`src/rtl/dbus_pkg.sv`:
```
`default_nettype none
// ============================================================================
// Module   : dbus_pkg
// Purpose  : Shared types and default address map for the data-bus demux.
//            dbus_tgt_e identifies which responder owns a transaction.
// Revision : 1.0 - initial release
// ============================================================================
package dbus_pkg;

    typedef enum logic [1:0] {
        TGT_MEM = 2'd0,
        TGT_PER = 2'd1,
        TGT_ERR = 2'd2
    } dbus_tgt_e;

    localparam logic [31:0] c_DEF_MEM_BASE = 32'h0000_0000;
    localparam logic [31:0] c_DEF_MEM_MASK = 32'hFFFF_0000;
    localparam logic [31:0] c_DEF_PER_BASE = 32'h1000_0000;
    localparam logic [31:0] c_DEF_PER_MASK = 32'hFFFF_F000;

endpackage
`default_nettype wire

```
`src/rtl/dbus_id_fifo.sv`:
```
`default_nettype none
// ============================================================================
// Module   : dbus_id_fifo
// Purpose  : In-order FIFO of response-source IDs for outstanding requests.
// Ports    : clk, rst (async active-high)
//            i_push/i_tgt - enqueue a target ID
//            i_pop        - dequeue the head
//            o_head       - ID at the head (valid when !o_empty)
//            o_full/o_empty/o_count - occupancy status
// Revision : 1.0 - initial release
// ============================================================================
module dbus_id_fifo
    import dbus_pkg::*;
#(
    parameter  int DEPTH = 2,
    localparam int CW    = $clog2(DEPTH + 1)
) (
    input  logic          clk,
    input  logic          rst,
    input  logic          i_push,
    input  dbus_tgt_e     i_tgt,
    input  logic          i_pop,
    output dbus_tgt_e     o_head,
    output logic          o_full,
    output logic          o_empty,
    output logic [CW-1:0] o_count
);

    localparam int            PW     = (DEPTH > 1) ? $clog2(DEPTH) : 1;
    localparam logic [PW-1:0] c_LAST = PW'(DEPTH - 1);
    localparam logic [CW-1:0] c_FULL = CW'(DEPTH);

    dbus_tgt_e     r_mem [DEPTH];
    logic [PW-1:0] r_wr_ptr;
    logic [PW-1:0] r_rd_ptr;
    logic [CW-1:0] r_count;

    function automatic logic [PW-1:0] f_next(input logic [PW-1:0] p);
        return (p == c_LAST) ? '0 : p + 1'b1;
    endfunction

    // Storage needs no reset: entries are only read once counted valid.
    always_ff @(posedge clk) begin
        if (i_push) begin
            r_mem[r_wr_ptr] <= i_tgt;
        end
    end

    always_ff @(posedge clk or posedge rst) begin
        if (rst) begin
            r_wr_ptr <= '0;
            r_rd_ptr <= '0;
            r_count  <= '0;
        end else begin
            if (i_push) begin
                r_wr_ptr <= f_next(r_wr_ptr);
            end
            if (i_pop) begin
                r_rd_ptr <= f_next(r_rd_ptr);
            end
            case ({i_push, i_pop})
                2'b10:   r_count <= r_count + 1'b1;
                2'b01:   r_count <= r_count - 1'b1;
                default: r_count <= r_count;
            endcase
        end
    end

    assign o_head  = r_mem[r_rd_ptr];
    assign o_full  = (r_count == c_FULL);
    assign o_empty = (r_count == '0);
    assign o_count = r_count;

endmodule
`default_nettype wire

```
`src/rtl/dbus_demux.sv`:
```
`default_nettype none
// ============================================================================
// Module   : dbus_demux
// Purpose  : Splits the core data port between sp_ram (MEM) and a peripheral
//            port (PER) by address; unmapped addresses get an internal error
//            response. Responses are returned in request order.
// Ports    : clk_i, rst_i (async active-high)
//            data_*  - core data port (req/gnt/rvalid protocol)
//            mem_*   - memory slave port
//            per_*   - peripheral slave port
//            outstanding_o - number of requests awaiting response
//            proto_err_o   - sticky: slave responded out of turn
// Revision : 1.0 - initial release
// ============================================================================
module dbus_demux
    import dbus_pkg::*;
#(
    parameter logic [31:0] MEM_BASE        = c_DEF_MEM_BASE,
    parameter logic [31:0] MEM_MASK        = c_DEF_MEM_MASK,
    parameter logic [31:0] PER_BASE        = c_DEF_PER_BASE,
    parameter logic [31:0] PER_MASK        = c_DEF_PER_MASK,
    parameter int          MAX_OUTSTANDING = 2,
    localparam int         CW              = $clog2(MAX_OUTSTANDING + 1)
) (
    input  logic          clk_i,
    input  logic          rst_i,
    // core side
    input  logic          data_req_i,
    output logic          data_gnt_o,
    output logic          data_rvalid_o,
    input  logic          data_we_i,
    input  logic [3:0]    data_be_i,
    input  logic [31:0]   data_addr_i,
    input  logic [31:0]   data_wdata_i,
    output logic [31:0]   data_rdata_o,
    output logic          data_err_o,
    // memory side
    output logic          mem_req_o,
    input  logic          mem_gnt_i,
    input  logic          mem_rvalid_i,
    output logic          mem_we_o,
    output logic [3:0]    mem_be_o,
    output logic [31:0]   mem_addr_o,
    output logic [31:0]   mem_wdata_o,
    input  logic [31:0]   mem_rdata_i,
    // peripheral side
    output logic          per_req_o,
    input  logic          per_gnt_i,
    input  logic          per_rvalid_i,
    output logic          per_we_o,
    output logic [3:0]    per_be_o,
    output logic [31:0]   per_addr_o,
    output logic [31:0]   per_wdata_o,
    input  logic [31:0]   per_rdata_i,
    // status
    output logic [CW-1:0] outstanding_o,
    output logic          proto_err_o
);

    dbus_tgt_e w_tgt;
    dbus_tgt_e w_head;
    logic      w_full;
    logic      w_empty;
    logic      w_gnt;
    logic      w_push;
    logic      w_rvalid;
    logic      w_viol;
    logic      r_proto_err;

    // Address decode; MEM takes priority on overlap.
    always_comb begin
        if ((data_addr_i & MEM_MASK) == MEM_BASE) begin
            w_tgt = TGT_MEM;
        end else if ((data_addr_i & PER_MASK) == PER_BASE) begin
            w_tgt = TGT_PER;
        end else begin
            w_tgt = TGT_ERR;
        end
    end

    // Request and grant are held low while reset is asserted so the
    // slaves and core see an idle bus immediately, not at the next edge.
    always_comb begin
        case (w_tgt)
            TGT_MEM: w_gnt = mem_gnt_i;
            TGT_PER: w_gnt = per_gnt_i;
            default: w_gnt = 1'b1;
        endcase
        w_gnt = w_gnt & data_req_i & !w_full & !rst_i;
    end

    assign mem_req_o  = data_req_i & (w_tgt == TGT_MEM) & !w_full & !rst_i;
    assign per_req_o  = data_req_i & (w_tgt == TGT_PER) & !w_full & !rst_i;
    assign data_gnt_o = w_gnt;
    assign w_push     = w_gnt;

    assign mem_we_o    = data_we_i;
    assign mem_be_o    = data_be_i;
    assign mem_addr_o  = data_addr_i;
    assign mem_wdata_o = data_wdata_i;
    assign per_we_o    = data_we_i;
    assign per_be_o    = data_be_i;
    assign per_addr_o  = data_addr_i;
    assign per_wdata_o = data_wdata_i;

    dbus_id_fifo #(
        .DEPTH (MAX_OUTSTANDING)
    ) u_id_fifo (
        .clk     (clk_i),
        .rst     (rst_i),
        .i_push  (w_push),
        .i_tgt   (w_tgt),
        .i_pop   (w_rvalid),
        .o_head  (w_head),
        .o_full  (w_full),
        .o_empty (w_empty),
        .o_count (outstanding_o)
    );

    // Response steering. An ERR entry answers in its first cycle at head,
    // so no extra state is needed for the error responder.
    always_comb begin
        w_rvalid     = 1'b0;
        data_rdata_o = '0;
        data_err_o   = 1'b0;
        if (!w_empty) begin
            case (w_head)
                TGT_MEM: begin
                    w_rvalid     = mem_rvalid_i;
                    data_rdata_o = mem_rvalid_i ? mem_rdata_i : '0;
                end
                TGT_PER: begin
                    w_rvalid     = per_rvalid_i;
                    data_rdata_o = per_rvalid_i ? per_rdata_i : '0;
                end
                default: begin
                    w_rvalid   = 1'b1;
                    data_err_o = 1'b1;
                end
            endcase
        end
    end

    assign data_rvalid_o = w_rvalid;

    // A slave answering when it does not own the head is dropped and flagged.
    assign w_viol = (mem_rvalid_i && (w_empty || (w_head != TGT_MEM))) ||
                    (per_rvalid_i && (w_empty || (w_head != TGT_PER)));

    always_ff @(posedge clk_i or posedge rst_i) begin
        if (rst_i) begin
            r_proto_err <= 1'b0;
        end else if (w_viol) begin
            r_proto_err <= 1'b1;
        end
    end

    assign proto_err_o = r_proto_err;

endmodule
`default_nettype wire

```
`config.mk`:
```
export PLATFORM = sky130hd
export DESIGN_NAME = dbus_demux
export DESIGN_NICKNAME = d
export VERILOG_FILES = /design/src/rtl/dbus_pkg.sv /design/src/rtl/dbus_id_fifo.sv /design/src/rtl/dbus_demux.sv
export SDC_FILE = /design/constraint.sdc
export NUM_CORES = 1
export LEC_CHECK = 0
export BUFFER_PORTS_ARGS = -buffer_cell sky130_fd_sc_hd__buf_2
export CAP_MARGIN = 20
export CORE_AREA = 8 8 118 120
export DETAILED_ROUTE_END_ITERATION = 10
export DIE_AREA = 0 0 126 128
export PLACE_DENSITY_LB_ADDON = 0.08
export SLEW_MARGIN = 20
export SYNTH_ARGS = -nofsm -noshare
export SYNTH_HDL_FRONTEND = slang
export SYNTH_SLANG_ARGS = --single-unit
```
`constraint.sdc`:
```
create_clock -name clk_i -period 2.2 [get_ports clk_i]
set_clock_uncertainty 0.2 [all_clocks]
set_input_delay 0.44 -clock clk_i [delete_from_list [all_inputs] [get_ports clk_i]]
set_output_delay 0.44 -clock clk_i [all_outputs]
set_load 0.05 [all_outputs]
```
==> run summary <==
• **status** complete, but fails checks
• **failing checks** setup timing
• **PD cells** 862.1 mW/mm^2
• **number of port buffers** 170
• **Detailed Route Iter0 Violations** 30
• **dominant cells by area after synthesis** sky130_fd_sc_hd__buf_4, sky130_fd_sc_hd__a22oi_1, sky130_fd_sc_hd__nor2_1
• **largest area contributor in the netlist** sky130_fd_sc_hd__buf_4
• **leak pwr** 1.344 nW
• **Die ar.** 0.01613 mm^2
• **insertion delay to the later sink of the worst-skew pair** 230 ps
• **worst path setup slack after routing** -334.1 ps
• **largest fanout of any net on the critical path** 8
• **syn_area_per_cell** 7.854 um^2
• **starting density of the core** 17.18%
• **post-route total power** 0.002755 W
• **async set-or-reset flop fraction in the synthesized netlist** 55.56%
• **count of nets after finishing** 473
• **worst rel slew slack** 75.55%
• **cell area after placement** 0.002574 mm^2
• **CTS clk-pin slew, worst paths** 40 ps
• **vias in the first global route** 2125
• **number of synthesized register bits** 9
• **final critical-path share of the clock period** 115.2%
• **Cell Rows** 41
• **Worst-Margin Slew** 366.0 ps
• **count leader, synth** sky130_fd_sc_hd__buf_4
• **TritonCTS buffer count** 3
• **largest net degree at the start of global routing** 33
• **max frequency** 0.3946 GHz
• **most numerous cell types in the synthesized netlist** sky130_fd_sc_hd__buf_4, sky130_fd_sc_hd__nor2_1, sky130_fd_sc_hd__a22oi_1
• **Total Routed Length** 7422 um
• **Fin. Hold Viols** 0
• **Tot GR Track Use** 8.407%
• **antenna cells** 0
• **Worst EP arrival** 1890 ps
• **area of the mapped netlist** 0.002097 mm^2
• **VDD IR-drop max** 274.8 uV
• **Syn. warnings** 0
• **number of library cell types mapped by synthesis** 34
• **DRC** 0
• **net count of the mapped netlist** 408
• **total gr overflow** 0
• **RSZ-0062 raised after global routing** yes
• **Vias** 1916
• **post-layout util** 26.17%
• **Antenna Violating Nets Remaining** 0
• **detailed placer's ending HPWL** 6004 um
• **portion of synthesized cell area occupied by the leading cell type** 49.76%
• **dominant register cell in the synthesized netlist** sky130_fd_sc_hd__dfrtp_1
• **max-slew violations** 0
• **height of the chip** 128 um
• **TritonCTS clock tree** done
• **final setup violation count** 35
• **hold_ws** 270.5 ps
• **part of the Yosys area used for sequential elements** 11.69%
• **time the worst path needs with I/O delays and setup** 2534 ps
• **maximum clock insertion buffer count** 2
• **overall die width** 126 um
• **WL per Instance** 15.43 um
• **type of the setup path with the least slack** flip-flop to primary output
• **Worst setup EP type** primary output
• **Std-Cell Core Area** 0.01221 mm^2
• **number of instances in the synthesized netlist** 267
• **global-route wire length before repair** 10990 um
• **Fillers** 1304
• **number of search-and-repair iterations in the first detailed-routing pass** 4
• **Maximum Capacitance Violations** 0
• **antenna violations before repair** 0
• **count of flip-flops with a built-in enable after synthesis** 4
• **critical path startpoint category** flip-flop
• **fraction of layout instances using a drive strength above 1** 86.10%
• **fin area** 0.003196 mm^2
• **Min-Delay Path Class** flip-flop to flip-flop
• **Syn-to-layout area delta** 52.39%
• **clock sink count** 9
• **final weighted congestion of routability-driven global placement** 0.7397
• **worst endpoint required time** 1560 ps
• **vias per cell** 3.983
• **clk root buf** sky130_fd_sc_hd__clkbuf_16
• **number of placed I/O pins** 318
• **H-tree levels** 1
layout by cell type (no fill, tap or decap), types with 2 or more instances in the layout:
cell type                   instances
sky130_fd_sc_hd__nor4_4             3
sky130_fd_sc_hd__inv_1              3
sky130_fd_sc_hd__nor2_2             3
sky130_fd_sc_hd__xnor2_1            4
sky130_fd_sc_hd__dfrtp_2            3
sky130_fd_sc_hd__buf_6             25
sky130_fd_sc_hd__nand3b_1           3
sky130_fd_sc_hd__edfxtp_1           4
sky130_fd_sc_hd__nor3_1             2
sky130_fd_sc_hd__a22oi_1           10
sky130_fd_sc_hd__buf_4             27
sky130_fd_sc_hd__clkbuf_16          5
sky130_fd_sc_hd__o21ai_0            2
sky130_fd_sc_hd__buf_8             15
sky130_fd_sc_hd__nor3b_1            2
sky130_fd_sc_hd__a22oi_2           22
sky130_fd_sc_hd__nor2_1             6
sky130_fd_sc_hd__buf_12             5
sky130_fd_sc_hd__buf_2            131
sky130_fd_sc_hd__dfrtp_1            2
sky130_fd_sc_hd__nor2_4            33
repair_timing:
item,4_1_cts,5_1_grt
endpoints found under the setup margin,37,38
gates cloned,1,2
resized for setup,78,41
pin swaps,3,10
hold endpoints to repair,5,0
setup buffers,6,2
hold buffers,1,0
routing by layer:
layer | GRT usage, % | up-vias | wire length, um
li1 | - | 884 | -
met1 | 8.641 | 857 | 2950
met2 | 14.32 | 159 | 3339
met3 | 4.867 | 16 | 1009
met4 | 2.335 | 0 | 122
met5 | 0 | - | 0
cells by family (layout without fill, tap and decap cells):
logic type / count (synthesis) / in the layout / synth area share (%)
XOR/XNOR: 5 / 5 / 2.088
adder cells (fa/ha/maj): 1 / 1 / 0.5966
buffers and inverters: 151 / 215 / 53.10
AO/OA/AOI/OAI: 40 / 40 / 17.12
multiplexers: 1 / 1 / 0.4773
flip-flops: 9 / 9 / 11.69
AND/OR/NAND/NOR: 60 / 60 / 14.92
stage by stage:
stage | TNS [ps] | setup WS, ps | cells
finish | -9846 | -334.1 | 481
global route | -12330 | -395.4 | 481
CTS | -10260 | -331.0 | 478
detailed placement | -4978 | -454.3 | 467
global placement | -5151 | -435.5 | 467
floorplan | -287.0 | -143.5 | 267
where the power goes:
part	switching, W	leakage (nW)	internal, W
logic	0.00134	1.22	0.000828
registers	0.0000321	0.0874	0.000234
clock network	0.0000765	0.0382	0.000242
total	0.00145	1.34	0.00130
sequential cells by signal (all words and copies together) (netlist names):
register / cells
u_id_fifo.r_mem: 4
u_id_fifo.o_count: 2
proto_err_o: 1
u_id_fifo.r_rd_ptr: 1
u_id_fifo.r_wr_ptr: 1
final cells by class:
class | count | area [um^2] | share of cell area (%)
Timing Repair Buffer | 206 | 1525 | 47.73
Multi-Input combinational cell | 107 | 1134 | 35.47
Sequential cell | 9 | 249.0 | 7.792
Tap cell | 150 | 187.7 | 5.873
Clock buffer | 4 | 78.83 | 2.467
Inverter | 5 | 21.27 | 0.6656
worst paths after layout:
kind	from	to	slack, ps	cells past startpoint
setup / recovery	u_id_fifo.r_rd_ptr$_DFFE_PP0P_	data_rdata_o[15]	-330	7
hold / removal	proto_err_o$_DFFE_PP0P_	proto_err_o$_DFFE_PP0P_	270	1
setup reg to reg	u_id_fifo.r_rd_ptr$_DFFE_PP0P_	u_id_fifo.o_count[1]$_DFFE_PP0P_	100	8
hold reg to reg	proto_err_o$_DFFE_PP0P_	proto_err_o$_DFFE_PP0P_	270	1
max in group asynchronous	rst_i	u_id_fifo.r_rd_ptr$_DFFE_PP0P_	1070	3
min in group asynchronous	rst_i	u_id_fifo.o_count[1]$_DFFE_PP0P_	500	3
critical path: stages (launching register included):
cell                        delay [ps]
sky130_fd_sc_hd__dfrtp_2           420
sky130_fd_sc_hd__or3b_4            430
sky130_fd_sc_hd__a21boi_4          160
sky130_fd_sc_hd__buf_6             140
sky130_fd_sc_hd__clkbuf_16         160
sky130_fd_sc_hd__a22oi_2            80
sky130_fd_sc_hd__nor2_4            120
sky130_fd_sc_hd__buf_8             150
No activity file was read; power rests on OpenSTA's default activity.
